==> config.mk <==
export PLATFORM = sky130hd
export DESIGN_NAME = bus8_arbiter
export DESIGN_NICKNAME = d
export VERILOG_FILES = /design/src/rtl/bus8_arbiter.sv
export SDC_FILE = /design/constraint.sdc
export NUM_CORES = 1
export LEC_CHECK = 0
export ABC_AREA = 1
export CAP_MARGIN = 25
export CORE_MARGIN = 2
export CORE_UTILIZATION = 43
export CTS_BUF_LIST = sky130_fd_sc_hd__clkbuf_8 sky130_fd_sc_hd__clkbuf_16
export DETAILED_ROUTE_END_ITERATION = 6
export PLACE_DENSITY = 0.71
export SLEW_MARGIN = 40
export SYNTH_ARGS = -nofsm -noshare
export SYNTH_HDL_FRONTEND = slang
export SYNTH_SLANG_ARGS = --single-unit
==> constraint.sdc <==
create_clock -name i_Bus_Clk -period 1.8 [get_ports i_Bus_Clk]
set_clock_uncertainty 0.15 [all_clocks]
set_input_delay 0.36 -clock i_Bus_Clk [delete_from_list [all_inputs] [get_ports i_Bus_Clk]]
set_output_delay 0.36 -clock i_Bus_Clk [all_outputs]
set_load 0.005 [all_outputs]
==> src/rtl/bus8_arbiter.sv <==
// bus8_arbiter: two-master round-robin arbiter for the 8-bit register bus with read routing and read timeout.
module bus8_arbiter #(
  parameter int RD_TIMEOUT = 255,
  parameter logic [7:0] TIMEOUT_DATA = 8'hEE
) (
  input  logic        i_Bus_Clk,
  input  logic        i_Bus_Rst,
  input  logic        i_M0_CS,
  input  logic        i_M0_Wr_Rd_n,
  input  logic [15:0] i_M0_Addr8,
  input  logic [7:0]  i_M0_Wr_Data,
  output logic [7:0]  o_M0_Rd_Data,
  output logic        o_M0_Rd_DV,
  output logic        o_M0_Rd_Err,
  output logic        o_M0_Busy,
  input  logic        i_M1_CS,
  input  logic        i_M1_Wr_Rd_n,
  input  logic [15:0] i_M1_Addr8,
  input  logic [7:0]  i_M1_Wr_Data,
  output logic [7:0]  o_M1_Rd_Data,
  output logic        o_M1_Rd_DV,
  output logic        o_M1_Rd_Err,
  output logic        o_M1_Busy,
  output logic        o_Bus_CS,
  output logic        o_Bus_Wr_Rd_n,
  output logic [15:0] o_Bus_Addr8,
  output logic [7:0]  o_Bus_Wr_Data,
  input  logic [7:0]  i_Bus_Rd_Data,
  input  logic        i_Bus_Rd_DV
);
  localparam int CW = $clog2(RD_TIMEOUT + 1);
  typedef enum logic [1:0] {IDLE, ISSUE, RD_WAIT} state_t;
  state_t state;
  logic [1:0] busy, wr, rd_dv, rd_err;
  logic [1:0][15:0] addr;
  logic [1:0][7:0] wdat, rd_data;
  logic last, cur, gnt;
  logic [CW-1:0] cnt;
  logic [1:0] cs_in, wr_in;
  logic [1:0][15:0] addr_in;
  logic [1:0][7:0] dat_in;
  assign cs_in = {i_M1_CS, i_M0_CS};
  assign wr_in = {i_M1_Wr_Rd_n, i_M0_Wr_Rd_n};
  assign addr_in = {i_M1_Addr8, i_M0_Addr8};
  assign dat_in = {i_M1_Wr_Data, i_M0_Wr_Data};
  // with both pending the master not granted last wins
  assign gnt = &busy ? ~last : busy[1];
  assign o_M0_Busy = busy[0];
  assign o_M1_Busy = busy[1];
  assign o_M0_Rd_DV = rd_dv[0];
  assign o_M1_Rd_DV = rd_dv[1];
  assign o_M0_Rd_Err = rd_err[0];
  assign o_M1_Rd_Err = rd_err[1];
  assign o_M0_Rd_Data = rd_data[0];
  assign o_M1_Rd_Data = rd_data[1];
  always_ff @(posedge i_Bus_Clk) begin
    if (i_Bus_Rst) begin
      state <= IDLE;
      busy <= '0;
      wr <= '0;
      addr <= '0;
      wdat <= '0;
      rd_dv <= '0;
      rd_err <= '0;
      rd_data <= '0;
      last <= 1'b1;
      cur <= 1'b0;
      cnt <= '0;
      o_Bus_CS <= 1'b0;
      o_Bus_Wr_Rd_n <= 1'b0;
      o_Bus_Addr8 <= '0;
      o_Bus_Wr_Data <= '0;
    end else begin
      o_Bus_CS <= 1'b0;
      rd_dv <= '0;
      rd_err <= '0;
      for (int i = 0; i < 2; i++)
        if (cs_in[i] && !busy[i]) begin
          busy[i] <= 1'b1;
          wr[i] <= wr_in[i];
          addr[i] <= addr_in[i];
          wdat[i] <= dat_in[i];
        end
      case (state)
        IDLE:
          if (|busy) begin
            last <= gnt;
            cur <= gnt;
            o_Bus_CS <= 1'b1;
            o_Bus_Wr_Rd_n <= wr[gnt];
            o_Bus_Addr8 <= addr[gnt];
            o_Bus_Wr_Data <= wdat[gnt];
            state <= ISSUE;
          end
        ISSUE:
          if (wr[cur]) begin
            busy[cur] <= 1'b0;
            state <= IDLE;
          end else begin
            cnt <= '0;
            state <= RD_WAIT;
          end
        RD_WAIT:
          if (i_Bus_Rd_DV || cnt == CW'(RD_TIMEOUT - 1)) begin
            rd_data[cur] <= i_Bus_Rd_DV ? i_Bus_Rd_Data : TIMEOUT_DATA;
            rd_dv[cur] <= 1'b1;
            rd_err[cur] <= !i_Bus_Rd_DV;
            busy[cur] <= 1'b0;
            state <= IDLE;
          end else cnt <= cnt + CW'(1);
        default: state <= IDLE;
      endcase
    end
  end
endmodule

# After elaboration in Yosys (flattened, before gate mapping)
# Index checks and enable logic that the tools add are counted.
[totals] output_inout_bits=48 wordCells=84 regBits=110 input_bits=63
[op_classes] eq_ne=7 order_cmp=3 bitwise_logic=7 mux=30 n_reduce_logical=17 addsub=1
[ops] op="2-to-1 mux 8 bit" n=6
[ops] op="2-to-1 mux 16 bit" n=2
[ops] op="bitwise mux 16 bit" n=1
[ops] op="one-hot mux 8 bit (2 select lines)" n=1
[ops] op="2-to-1 mux 1 bit" n=11
[ops] op="2-to-1 mux 2 bit" n=5
[ops] op="adder 8 x 1 -> 8 bit (second input constant)" n=1
[ops] op="demux 8 bit (select 1 bit)" n=1
[ops] op="equality test 8 bit (second input constant)" n=1
[ops] op="!= test 2 bit (second input constant)" n=4
[ops] op="AND reduction 2 bit" n=4
[ops] op="one-hot mux 2 bit (3 select lines)" n=1
[ops] op="bitwise AND 2 bit" n=2
[ops] op="< comparator 1 x 2 -> 1 bit (second input constant)" n=2
[ops] op="NOT 1 bit" n=4
[ops] op="one-hot mux 2 bit (2 select lines)" n=1
[ops] op="OR reduction 2 bit" n=2
[ops] op="logical AND 1 bit" n=3
[ops] op="logical NOT 1 bit" n=3
[ops] op="AND reduction 3 bit" n=1
[ops] op="OR reduction 3 bit" n=1
[ops] op="equality test 2 x 1 -> 1 bit (second input constant)" n=1
[ops] op="equality test 2 bit (second input constant)" n=1
[ops] op="logical NOT 2 bit" n=1
[ops] op="5 further kinds" n=5

# Depth between registers and ports, before layout
[depth] ltp_word=8 ltp_mapped=11 depth_no_buf=11

# Worst setup path after synthesis
# Ideal clock, no wire load.
[synth_path] path_kind="reg2reg" from="register state[0]" to="register cnt[6]" setup_ns=0.114 stages_incl_launch_ff=8 n_path_buf=0 required_time_ns=1.536 setup_slack_ns=0.266 synth_period_minus_slack_ns=1.534 arrival_time_ns=1.270 cell_sequence="dfxtp_1 > inv_1 > ha_1 > inv_4 > o21ai_4 > nand2_4 > a21oi_1 > nor2_1"
[synth_via] elab_chain_cells=3 word_cells_on_any_way=7 cone_classes="4 x eq/ne; 1 x mux; 2 x reduce/logical"
[synth_rtl] item="from (decl)" line="33" text="state_t state;"
[synth_rtl] item="from (signal assigned)" line="58" text="state <= IDLE;"
[synth_rtl] item="from (signal assigned)" line="93" text="state <= ISSUE;"
[synth_rtl] item="from (signal assigned)" line="98" text="state <= IDLE;"
[synth_rtl] item="equality test 2 bit or equality test 2 x 1 -> 1 bit (tied branches)" line="84" text="case (state)"
[synth_rtl] item="!= test 2 bit (no source line) or nonzero test 2 bit (tied branches)"
[synth_rtl] item="AND reduction 3 bit (no source line)"
[synth_rtl] item="to (signal assigned)" line="110" text="end else cnt <= cnt + CW'(1);"
[synth_rtl] item="to (decl)" line="38" text="logic [CW-1:0] cnt;"
# Parallel ways exist; a longest one is shown, timed or not.
# A chain may end at the register's enable or synchronous reset.

# Worst setup path in the final report
[layout_path] from="register o_Bus_Addr8[15]" to="output port o_Bus_Addr8[15]"
[layout_rtl] item="from (decl)" line="26" text="output logic [15:0] o_Bus_Addr8,"
[layout_rtl] item="from (signal assigned)" line="91" text="o_Bus_Addr8 <= addr[gnt];"
# No word-level cell between the ends.

==> impl_metrics.toml <==
[synthesis]
synth_cell_types = 30
synth_edf_count = 0
postSynthCellCount = 585
yosysSeqAreaShare = 0.4989
synth_top_cell_by_area = "dfxtp_1"
yosys-top-cells-area = "dfxtp_1 50%, nor2_1 12%, o21ai_0 9.4%, nand2_1 7.5%, a31oi_1 3.7%"
ys_warn_count = 0
syn_nets = 653
ys_ff_latch = 110
syn_avg_cell_area_um2 = 7.546
synthTopCellsByCount = "146 x nor2_1, 110 x dfxtp_1, 88 x nand2_1"
synth-async-reset-ratio = 0
synth_top_area_share = 0.4989
yosysMostFrequentCell = "nor2_1"
synth_area_um2 = 4414
ys.flop_type = "dfxtp_1"

[route]
viasPerCell = 5.012
routedWlPerCell_um = 13.98
wl_met3_um = 628
drc = 0
drt_wl_total_um = 11610
drt-pass1-iter-count = 4
vias = 4165
drt_iter0_markers = 183
postRouteAntennaNets = 0
drt-met1-wl_um = 5458
dr.max_layer_used = "met4"
wl_met2_um = 5333

[global_route]
overflow = 0
antenna_found_initial = 0
grt_max_degree = 39
grt_pass1_wl_um = 18730
first_global_vias = 3966
grt_use_total = 0.2064

[clock_network]
htreeDepth = 3
root_buffer = "clkbuf_8"
cts_tree = "built"
clk_pin_slew_ns = 0.11
insertion_delay_ns = 0.36
clock-sinks = 110
postCtsHoldBufs = 0
cts_buffers = 9
clockBufferDepth = 2

[final_layout]
num-fill-cells = 897
final_cells = 831
area_growth_pct = 33.67
layout-drive-gt1-share = 0.1060
seq_area_um2 = 2217
multiInputGateArea_um2 = 1968
num_antenna_cells = 0
nNetsFinal = 761

[setup_path]
worstPathRequired_ns = 1.29
criticalPathCategory = "reg -> out"
cp.arrival_ns = 1.25
cpMaxStageDelayCell = "clkdlybuf4s50_1"
worst_path_largest_cell_delay_ns = 0.54
critPathTopFamily = "buffers and inverters"
cp_cell_sequence = "clkdlybuf4s50_1"
cp-end-kind = "output port"
startpoint_type = "flop"
crit_fanout = 2
crit_buf_inv = 1

[power_and_ir_drop]
peakVddDrop_uv = 762.8
clock_power_share = 0.184
sequentialPowerShare = 0.444
cellLeakagePower_nw = 2.388
p_int_mw = 4.858
sw_frac_of_total = 0.3612
power.switching_mw = 2.747
power_density_nw_per_um2 = 1289
comb_power_share = 0.372

[timing]
hold_violations = 0
drv_slew = 0
fin_crit_ns = 1.760
timing.fmax_mhz = 568.1
rsz0062_at_grt = "false"
min_period_over_period = 0.9779
finalSetupViolCount = 0
tns_ns = 0
tightest_slew_ns = 0.5205
slew_headroom = 0.6525

[placement]
port_buffers = 110
gp_congestion = 0.8551
hpwlAfterDp_um = 8163
dp.cells = 813

[min_path]
min_path_type = "reg -> reg"

[floorplan]
die_h_um = 105.3
row_count = 36
core_area_um2 = 9864
die_x_um = 105.3
die_area_um2 = 11090
initial_core_util = 0.4475
io_pins = 111

[run]
max-cap-violations = 0

[run_status]
outcome = "finished, final reports clean"
## power groups by stage
stage               clock network [mW]  registers (mW)  logic (mW)
finish                            1.40            3.38        2.83
global route                      1.52            3.44        3.12
CTS                               1.41            3.37        2.81
detailed placement                   0            3.41        2.78
global placement                     0            3.40        2.70
floorplan                            0            3.36        1.51
## registers in the layout, indices dropped and copies added, names as in the netlist, 8 cells and up
register,count
cnt,8
o_Bus_Addr8,16
o_M1_Rd_Data,8
wdat,16
addr,32
o_M0_Rd_Data,8
o_Bus_Wr_Data,8
## tightest hold or removal path, delay by kind of cell (launching register included)
kind / cells / cell delay (ns)
compound gates: 1 / 0.07
flops: 1 / 0.32
simple gates: 1 / 0.06
## worst paths after layout
path              startpoint               to  slack (ns)  cells past startpoint
min reg2reg         addr[27]  o_Bus_Addr8[11]        0.31                      2
max          o_Bus_Addr8[15]  o_Bus_Addr8[15]        0.04                      1
min                 addr[27]  o_Bus_Addr8[11]        0.31                      2
max reg2reg         state[0]          busy[0]        0.08                      8
## metal layers
metal,global-route usage,up-vias
met5,0,-
met4,0.06571,0
met3,0.03401,16
met2,0.3475,134
met1,0.2697,1904
li1,-,2111
## stage by stage
stage	instance area [um^2]	setup slack (ns)	utilization	hold slack, ns	total power [mW]
after CTS	5868	0.009810	0.5949	0.3244	7.582
after floorplan	4414	0.2659	-	0.2787	4.869
after detailed placement	5682	-0.1909	0.5760	0.3020	6.181
after global placement	5682	-0.1398	0.5760	0.2910	6.104
final	5901	0.03976	0.5982	0.3064	7.605
after global routing	5901	0.0007440	0.5982	0.3433	8.079
## kinds of logic after synthesis
logic type,count (synthesis),synth area share
DFF,110,0.4989
buffers and inverters,61,0.05754
AOI/OAI and AO/OA,128,0.1573
adders and majority gates,5,0.01417
and+or+nand+nor,281,0.2721
## what timing repair did
| item | in CTS | in global routing |
|---|---|---|
| gates resized for setup | 3 | 9 |
| endpoints found under the setup margin | 2 | 11 |
| hold endpoints to repair | 0 | 0 |
| pin swaps | 0 | 0 |
| setup buffers | 0 | 2 |
## cells in the final DEF, fill, tap and decap left out, drive strengths merged
master         synthesis  routed
o21ai                 91      91
or2                    7       7
a31oi                 26      26
dfxtp                110     110
buf                   10      15
nor3                   2       2
o211ai                 1       1
clkinvlp               0       1
nor2                 155     155
ha                     5       5
nor3b                  2       2
nand3                 14      14
clkdlybuf4s50          0     109
nand2                 97      97
dlymetal6s2s           0       1
a21oi                 10      10
nand3b                 2       2
nand4                  2       2
clkinv                 0       2
inv                   33      37
clkbuf                18       9
## cell type report
class / instances / area share
clock inverters: 7 / 0.009754
well taps: 133 / 0.02820
clock buffers: 9 / 0.02099
flip-flops and latches: 110 / 0.3757
repair buffers: 125 / 0.2103
inverters: 33 / 0.02142
multi-input cells: 414 / 0.3335
No activity file was read; power rests on OpenSTA's default activity.
